<file path="config.mk">
export PLATFORM = sky130hd
export DESIGN_NAME = skew_stream_pp
export DESIGN_NICKNAME = d
export VERILOG_FILES = /design/src/rtl/skew_stream_pkg.sv /design/src/rtl/skew_bank.sv /design/src/rtl/skew_stream_pp.sv
export SDC_FILE = /design/constraint.sdc
export NUM_CORES = 1
export LEC_CHECK = 0
export CAP_MARGIN = 20
export CORE_UTILIZATION = 45
export DETAILED_ROUTE_END_ITERATION = 16
export HOLD_SLACK_MARGIN = 0.15
export SLEW_MARGIN = 20
export SYNTH_ARGS = -nofsm -noshare
export SYNTH_HDL_FRONTEND = slang
export SYNTH_SLANG_ARGS = --single-unit
</file>
<file path="constraint.sdc">
create_clock -name clk -period 10.5 [get_ports clk]
set_input_delay 3.15 -clock clk [delete_from_list [all_inputs] [get_ports clk]]
set_output_delay 3.15 -clock clk [all_outputs]
set_load 0.02 [all_outputs]
</file>
<file path="src/rtl/skew_stream_pkg.sv">
// Shared types and helpers for the skew-stream ping-pong A-edge memory.
// Provides the default element type, the stream FSM state encoding and the
// wavefront counter width helper used by the top and the bank sub-module.
package skew_stream_pkg;

  localparam int unsigned DEF_BITS_AB = 8;
  localparam int unsigned DEF_DIM     = 8;

  // Signed matrix element at the default width.
  typedef logic signed [DEF_BITS_AB-1:0] elem_t;

  typedef enum logic {
    IDLE   = 1'b0,
    STREAM = 1'b1
  } state_e;

  // Width of the wavefront index t in 0 .. 2*dim-2.
  function automatic int unsigned wf_width(input int unsigned dim);
    return $clog2(2 * dim - 1);
  endfunction

endpackage

</file>
<file path="src/rtl/skew_bank.sv">
// One DIM x DIM matrix bank: row write port, full flag with set/clear, and a
// combinational skewed read returning wavefront t (lane i = M[i][t-i] or 0).
// Ports:
//   clk, rst_n      clock, synchronous active-low reset (clears full only)
//   we, row, din    write din into row 'row' (row already range-checked)
//   set_full        commit: mark bank full
//   clr_full        release: mark bank empty
//   t               wavefront index to read
//   full            bank holds a committed matrix
//   skew            lane outputs for wavefront t
module skew_bank
  import skew_stream_pkg::*;
#(
  parameter int unsigned DIM     = DEF_DIM,
  parameter int unsigned BITS_AB = DEF_BITS_AB,
  localparam int unsigned AW     = $clog2(DIM),
  localparam int unsigned TW     = wf_width(DIM)
) (
  input  logic                          clk,
  input  logic                          rst_n,
  input  logic                          we,
  input  logic [AW-1:0]                 row,
  input  logic [DIM-1:0][BITS_AB-1:0]   din,
  input  logic                          set_full,
  input  logic                          clr_full,
  input  logic [TW-1:0]                 t,
  output logic                          full,
  output logic [DIM-1:0][BITS_AB-1:0]   skew
);

  logic [DIM-1:0][BITS_AB-1:0] mem [DIM];

  // Matrix storage; contents intentionally survive reset.
  always_ff @(posedge clk) begin
    if (we) begin
      mem[row] <= din;
    end
  end

  // Full flag; set and clear never target the same bank in the same cycle.
  always_ff @(posedge clk) begin
    if (!rst_n) begin
      full <= 1'b0;
    end else if (set_full) begin
      full <= 1'b1;
    end else if (clr_full) begin
      full <= 1'b0;
    end
  end

  // Diagonal read: lane i sees column t-i when it lies inside the matrix.
  always_comb begin
    skew = '0;
    for (int i = 0; i < int'(DIM); i++) begin
      if ((int'(t) >= i) && ((int'(t) - i) < int'(DIM))) begin
        skew[i] = mem[AW'(i)][AW'(int'(t) - i)];
      end
    end
  end

endmodule

</file>
<file path="src/rtl/skew_stream_pp.sv">
// Double-buffered skew-stream memory for the A (row) edge of the systolic
// array. Host loads rows into the write bank and commits it; the read bank
// streams its matrix one diagonal wavefront per enabled cycle, with
// zero-bubble hand-over to the other bank when it is already full.
// Ports:
//   clk, rst_n         clock, synchronous active-low reset
//   WrEn, Arow, Ain    row write into the current write bank
//   wr_commit          mark write bank full and swap write bank
//   wr_ready           write bank is empty (combinational from registers)
//   en                 stream advance; low stalls
//   Aout, Avalid       registered skewed lanes and advance strobe
//   done               pulse with the final wavefront of a matrix
//   busy               stream FSM is in STREAM
module skew_stream_pp
  import skew_stream_pkg::*;
#(
  parameter int unsigned BITS_AB = DEF_BITS_AB,
  parameter int unsigned DIM     = DEF_DIM
) (
  input  logic                          clk,
  input  logic                          rst_n,
  input  logic                          WrEn,
  input  logic [$clog2(DIM)-1:0]        Arow,
  input  logic [DIM-1:0][BITS_AB-1:0]   Ain,
  input  logic                          wr_commit,
  output logic                          wr_ready,
  input  logic                          en,
  output logic [DIM-1:0][BITS_AB-1:0]   Aout,
  output logic                          Avalid,
  output logic                          done,
  output logic                          busy
);

  localparam int unsigned AW     = $clog2(DIM);
  localparam int unsigned TW     = wf_width(DIM);
  localparam logic [TW-1:0] T_LAST = TW'(2 * DIM - 2);

  state_e                      state, state_d;
  logic [TW-1:0]               t, t_d, t_rd;
  logic                        rd_bank, rd_bank_d;
  logic                        wr_bank;
  logic [DIM-1:0][BITS_AB-1:0] aout_d, skew_sel;
  logic                        avalid_d, done_d, busy_d;
  logic                        release_rd;
  logic                        row_ok, wr_acc, commit_acc;
  logic [1:0]                  full, we_b, set_b, clr_b;
  logic [DIM-1:0][BITS_AB-1:0] skew_b [2];

  // Write-side acceptance; out-of-range rows only exist for non-power-of-2 DIM.
  assign wr_ready   = ~full[wr_bank];
  assign row_ok     = (32'(Arow) < DIM);
  assign wr_acc     = WrEn && wr_ready && row_ok;
  assign commit_acc = wr_commit && wr_ready;

  // Per-bank write/commit/release steering.
  always_comb begin
    we_b  = '0;
    set_b = '0;
    clr_b = '0;
    for (int b = 0; b < 2; b++) begin
      we_b[b]  = wr_acc     && (wr_bank == 1'(b));
      set_b[b] = commit_acc && (wr_bank == 1'(b));
      clr_b[b] = release_rd && (rd_bank == 1'(b));
    end
  end

  for (genvar b = 0; b < 2; b++) begin : g_bank
    skew_bank #(
      .DIM     (DIM),
      .BITS_AB (BITS_AB)
    ) u_bank (
      .clk      (clk),
      .rst_n    (rst_n),
      .we       (we_b[b]),
      .row      (Arow),
      .din      (Ain),
      .set_full (set_b[b]),
      .clr_full (clr_b[b]),
      .t        (t_rd),
      .full     (full[b]),
      .skew     (skew_b[b])
    );
  end

  // In IDLE the next presentation is always wavefront 0.
  assign t_rd     = (state == STREAM) ? t : '0;
  assign skew_sel = skew_b[rd_bank];

  // Stream FSM next-state and registered-output values.
  always_comb begin
    state_d    = state;
    t_d        = t;
    rd_bank_d  = rd_bank;
    aout_d     = Aout;
    avalid_d   = 1'b0;
    done_d     = 1'b0;
    release_rd = 1'b0;
    case (state)
      IDLE: begin
        if (en && full[rd_bank]) begin
          aout_d   = skew_sel;
          avalid_d = 1'b1;
          t_d      = TW'(1);
          state_d  = STREAM;
        end else begin
          aout_d = '0;
          t_d    = '0;
        end
      end
      STREAM: begin
        if (en) begin
          aout_d   = skew_sel;
          avalid_d = 1'b1;
          if (t == T_LAST) begin
            done_d     = 1'b1;
            release_rd = 1'b1;
            rd_bank_d  = ~rd_bank;
            t_d        = '0;
            state_d    = IDLE;
          end else begin
            t_d = t + TW'(1);
          end
        end
      end
      default: begin
        state_d = IDLE;
      end
    endcase
    busy_d = (state_d == STREAM);
  end

  // State and output registers.
  always_ff @(posedge clk) begin
    if (!rst_n) begin
      state   <= IDLE;
      t       <= '0;
      rd_bank <= 1'b0;
      wr_bank <= 1'b0;
      Aout    <= '0;
      Avalid  <= 1'b0;
      done    <= 1'b0;
      busy    <= 1'b0;
    end else begin
      state   <= state_d;
      t       <= t_d;
      rd_bank <= rd_bank_d;
      wr_bank <= commit_acc ? ~wr_bank : wr_bank;
      Aout    <= aout_d;
      Avalid  <= avalid_d;
      done    <= done_d;
      busy    <= busy_d;
    end
  end

endmodule
</file>
### After elaboration in Yosys (flattened, before gate mapping)

Memories as Yosys holds them, arrays and structs flattened.
Cells that the tools add are included.

| storage, ports and cells | value |
|---|---|
| RAM bits | 1024 |
| memories kept | 2 |
| input bits | 72 |
| logic and storage cells | 174 |
| bits in registers | 75 |

Memories:

| memory | depth | width | read ports | clocked after memory_dff | wr ports | RTL line | text |
|---|---|---|---|---|---|---|---|
| g_bank[0].u_bank.mem | 8 | 64 | 8 | 0 | 1 | skew_bank.sv:31 | `logic [DIM-1:0][BITS_AB-1:0] mem [DIM];` |
| g_bank[1].u_bank.mem | 8 | 64 | 8 | 0 | 1 | skew_bank.sv:31 |  |

| operators by class | value |
|---|---|
| reduce and logical (&&, ||, !) cells | 19 |
| add/sub/neg operators | 8 |
| bitwise logic cells | 5 |
| muxes and demuxes | 96 |
| equality and inequality tests | 2 |
| $lt $le $gt $ge | 26 |

Operators by type and width:

| operator | number |
|---|---|
| $bmux W8 S3 | 16 |
| $mux W8 | 48 |
| $mux W64 | 5 |
| $lt A32 B5 Y1 const B | 7 |
| $pmux W64 S2 | 1 |
| $lt A3 B5 Y1 const B | 8 |
| $mux W1 | 20 |
| $sub A4 B3 Y5 const B | 4 |
| $ge A4 B3 Y1 const B | 4 |
| $logic_and A1 B1 Y1 | 16 |
| $mux W4 | 3 |
| $sub A4 B2 Y5 const B | 2 |
| $ge A4 B2 Y1 const B | 2 |
| $pmux W4 S2 | 1 |
| $sub A4 B1 Y5 const B | 1 |
| $add A4 B1 Y4 const B | 1 |
| $eq A4 B4 Y1 const B | 1 |
| $ge A4 B1 Y1 const B | 1 |
| $lt A1 B2 Y1 const B | 2 |
| $lt A4 B4 Y1 const B | 1 |
| $not A1 Y1 | 4 |
| $pmux W1 S2 | 2 |
| $reduce_bool A2 Y1 | 2 |
| $reduce_and A3 Y1 | 1 |
| 3 further kinds | 3 |

### Longest topological paths before layout

| depth | value |
|---|---|
| word-level depth | 11 |
| gate-level depth with buffers | 15 |

### Modules after synthesis

From an unflattened synthesis, not the netlist that was laid out.

| unflattened totals | value |
|---|---|
| cells, all modules | 2378 |
| area total of the unflattened synthesis | 43531.8 um2 |

Modules (own cells, without submodules):

| module | area each (um2) | cells each | times used |
|---|---|---|---|
| skew_bank | 20163.1 | 1022 | 2 |
| skew_stream_pp | 3205.6 | 334 | 1 |

### Least setup slack after synthesis

No wires, ideal clock.

| timing path | value |
|---|---|
| path type | input to register |
| start | in WrEn |
| end | mem g_bank[0].u_bank.mem[0][0] (netlist bit) (enable) |
| required time | 9935 ps |
| arrival | 7760 ps |
| library setup time | 565 ps |
| cell stages on the path | 3 |
| path buffers | 0 |
| setup slack | 2175 ps |
| path through | nor2b_1 > nand2_1 > nor3_1 |

| between the ends | value |
|---|---|
| longest elaborated chain between the ends | 4 |

Ends and longest elaborated chain:

| item | RTL line | text |
|---|---|---|
| start: declaration | skew_stream_pp.sv:22 | `input logic WrEn,` |
| $logic_and A1 B1 Y1 | skew_stream_pp.sv:52 | `assign wr_acc = WrEn && wr_ready && row_ok;` |
| $logic_and A1 B1 Y1 | skew_stream_pp.sv:61 | `we_b[b] = wr_acc && (wr_bank == 1'(b));` |
| $mux W1 | skew_bank.sv:35 | `if (we) begin` |
| $mux W1 (not written as such) | skew_bank.sv:36 | `mem[row] <= din;` |
| end: declaration | skew_bank.sv:31 |  |

No other way between the ends.

### Worst setup path in the final report

| timing path | value |
|---|---|
| start | reg wr_bank |
| end | out wr_ready |

| between the ends | value |
|---|---|
| longest elaborated chain between the ends | 3 |

Ends and longest elaborated chain:

| item | RTL line | text |
|---|---|---|
| start: declaration | skew_stream_pp.sv:41 | `logic wr_bank;` |
| start signal: assignment | skew_stream_pp.sv:147 | `wr_bank <= commit_acc ? ~wr_bank : wr_bank;` |
| $mux W1 (not written as such) (2 in a row) | skew_stream_pp.sv:50 | `assign wr_ready = ~full[wr_bank];` |
| $not A1 Y1 | skew_stream_pp.sv:50 |  |
| end: declaration | skew_stream_pp.sv:26 | `output logic wr_ready,` |

No other way between the ends. The select of a mux whose other input is x is not followed.

==> impl_results.md <==
- CTS Buf Count: 109
- Hold crit path type: flop to flop
- Setup Buffers After CTS: 0
- Data arrival time of the worst path: 1910 ps
- Dpl hpwl: 65.4 mm
- H-Tree Level Count: 3
- Clock Latency Late Sink: 690 ps
- Mapped Nets: 2417
- Initial antenna violation count: 26
- Vias in the first global route: 22900
- Pin count of the biggest net entering global routing: 120
- Setup-failing EPs final: 0
- Crit path capture type: primary output
- Gr ovfl total: 0
- Setup Slack @ Placement: 4810 ps
- Period utilisation layout: 48.2%
- Relative slew slack: 25.4%
- Slew Limit Fails: 0
- Via count: 23800
- Setup TNS: 0 ps
- Commonest non-fill, non-tap cell in the layout: edfxtp_1
- Worst r2r src: t[0]
- Post-synthesis instance area: 41900 um^2
- Site Rows: 111
- Total length of routed wires: 123 mm
- CP Launch Point: wr_bank
- Worst EP required: 7350 ps
- Worst vdd ir: 0.138 mV
- Sequential element share of the synthesized area: 76.9%
- Worst-Margin Slew: 1120 ps
- FF-to-FF End: Aout[44]
- Layout area overhead: 15.7%
- Hold-fix buffers, CTS: 0
- Core Area: 91900 um^2
- FFs w/ async S/R, synth: 0%
- Die area: 94400 um^2
- Detailed Route Iter0 Violations: 3278
- Final Wtd Congestion: 0.837
- Critical path class: flop to primary output
- First-pass GRT wire length: 172 mm
- Initial DRT Pass Iterations: 6
- Critical Path Fanout Max: 5
- Initial core utilization: 45.6%
- Hold Vio Cnt, Final: 0
- FF+latch count, synth: 1099
- DR WL/cell: 31.8 um
- Leak: 15.1 nW
- Max-cap violations: 0
- Sink Count: 1099
- DRT antenna net count: 0
- Net count, final: 2605
- PortBufs: 139
- Die Y: 307 um
- Syn Inst Count: 2338
- Design Power: 9.18 mW
- DIE WIDTH: 307 um
- Max Freq: 0.198 GHz
- Unrepaired setup endpoints after global routing: false
- Ys Warns: 0
- Global Route Usage Sum: 26.1%
- Tmin final: 5060 ps
- Clk root buf: clkbuf_16
- CTS tree: built
- Commonest cells after routing, fill and taps aside: edfxtp_1 (1024), nand2_1 (193), o21ai_0 (115), clkdlybuf4s50_1 (114), mux2i_1 (113)
- Clk pin slew, worst setup/hold paths: 60 ps
- # DRC: 0
- Worst Setup Start Kind: flop
- Hold Startpoint: Aout[49]
- Status: completed
- R2r worst-path depth: 9
- EDFF count, synth: 1024
- Vias/cell: 6.16
- Worst clock skew: 26.0 ps
- IO Count: 140
- Final worst slack: 5440 ps
- R2R setup slack: 5570 ps
- Primary FF master, synth: edfxtp_1
- Distinct cells, synth: 59
- Power Density: 189 nW/um^2
- Post_cts resized: 0
- Worst setup path endpoint: wr_ready
- Max Root-Sink Buffers: 3
- Share of cells above drive strength 1: 17.5%
- Mean Syn Cell Area: 17.9 um^2
## worst min-delay path by stage
| stage | end | slack, ps | cells past startpoint |
|---|---|---|---|
| 3_5_place_dp | Aout[49] | 470 | 2 |
| 3_3_place_gp | Aout[49] | 460 | 2 |
| 6_report | Aout[49] | 470 | 2 |
| 2_1_floorplan | g_bank[0].u_bank.full | 480 | 2 |
| 5_1_grt | Aout[49] | 500 | 2 |
| 4_1_cts | Aout[49] | 480 | 2 |
## registers in the layout, summed over array words and instances, names as in the netlist
register            count
g_bank.u_bank.full      2
Aout                   64
t                       4
g_bank.u_bank.mem    1024
rd_bank                 1
Avalid                  1
wr_bank                 1
state                   1
done                    1
## layer usage
metal	track usage, %	part of all wire (%)	up-vias
met2	42.1	48	1270
met5	0	0.033	-
met3	4.25	9.0	192
met1	36.5	40	12400
met4	8.15	2.9	6
li1	-	-	9908
## where the power goes
part | switching (mW) | total, mW | internal (mW)
Combinational | 0.254 | 0.337 | 0.0826
Clock | 1.64 | 3.98 | 2.35
Sequential | 0.0177 | 4.86 | 4.84
## synthesized netlist by cell type (9+ instances only)
cell,number,area (um^2)
a2111oi_0,12,105
a211oi_1,21,158
a21oi_1,91,455
a221oi_1,25,219
a22o_1,28,245
a22oi_1,33,248
a32o_1,9,90.1
a32oi_1,9,78.8
a41o_1,9,90.1
and3_1,10,62.6
buf_2,38,190
buf_4,20,150
clkbuf_1,66,248
dfxtp_1,75,1500
edfxtp_1,1024,30700
mux2_2,31,349
mux2i_1,113,1130
mux4_2,109,2450
nand2_1,193,724
nand3_1,26,130
nor2_1,47,176
nor2b_1,15,93.8
nor3_1,15,75.1
o21ai_0,115,576
o221ai_1,50,438
o22ai_1,62,388
## worst max-delay path, cell delays in order, from the launching register on
cell             delay [ps]
dfxtp_1                 400
mux2i_1                 200
clkdlybuf4s50_1         620
## area by class of cell
type                    instances  area (um^2)
fillers                      7382        43400
well taps                    1243         1560
multi-input cells            1091         9110
repair buffers                216         1870
inverters                       9         46.3
clock buffers                 135         2900
diodes                          4         10.0
flip-flops and latches       1099        32300
clock inverters                65          754
## per-stage QoR
stage | utilization, % | area [um^2] | cells | hold slack [ps]
2_1_floorplan | - | 41900 | 2338 | 477
3_3_place_gp | 48.8 | 44800 | 3658 | 459
3_5_place_dp | 48.8 | 44800 | 3658 | 468
4_1_cts | 52.7 | 48500 | 3858 | 477
5_1_grt | 52.7 | 48500 | 3858 | 498
6_report | 52.8 | 48500 | 3862 | 471
## logic make-up (layout without fill, tap and decap cells)
group | count (synthesis) | after routing | synth area share, %
simple gates | 326 | 326 | 3.35
mux | 256 | 256 | 9.53
flops | 1099 | 1099 | 76.9
xor+xnor | 7 | 7 | 0.146
buf+inv | 148 | 425 | 1.77
fa+ha+maj | 7 | 7 | 0.209
other cells | 0 | 4 | 0
compound gates | 495 | 495 | 8.08
(Power assumes the default switching activity.)
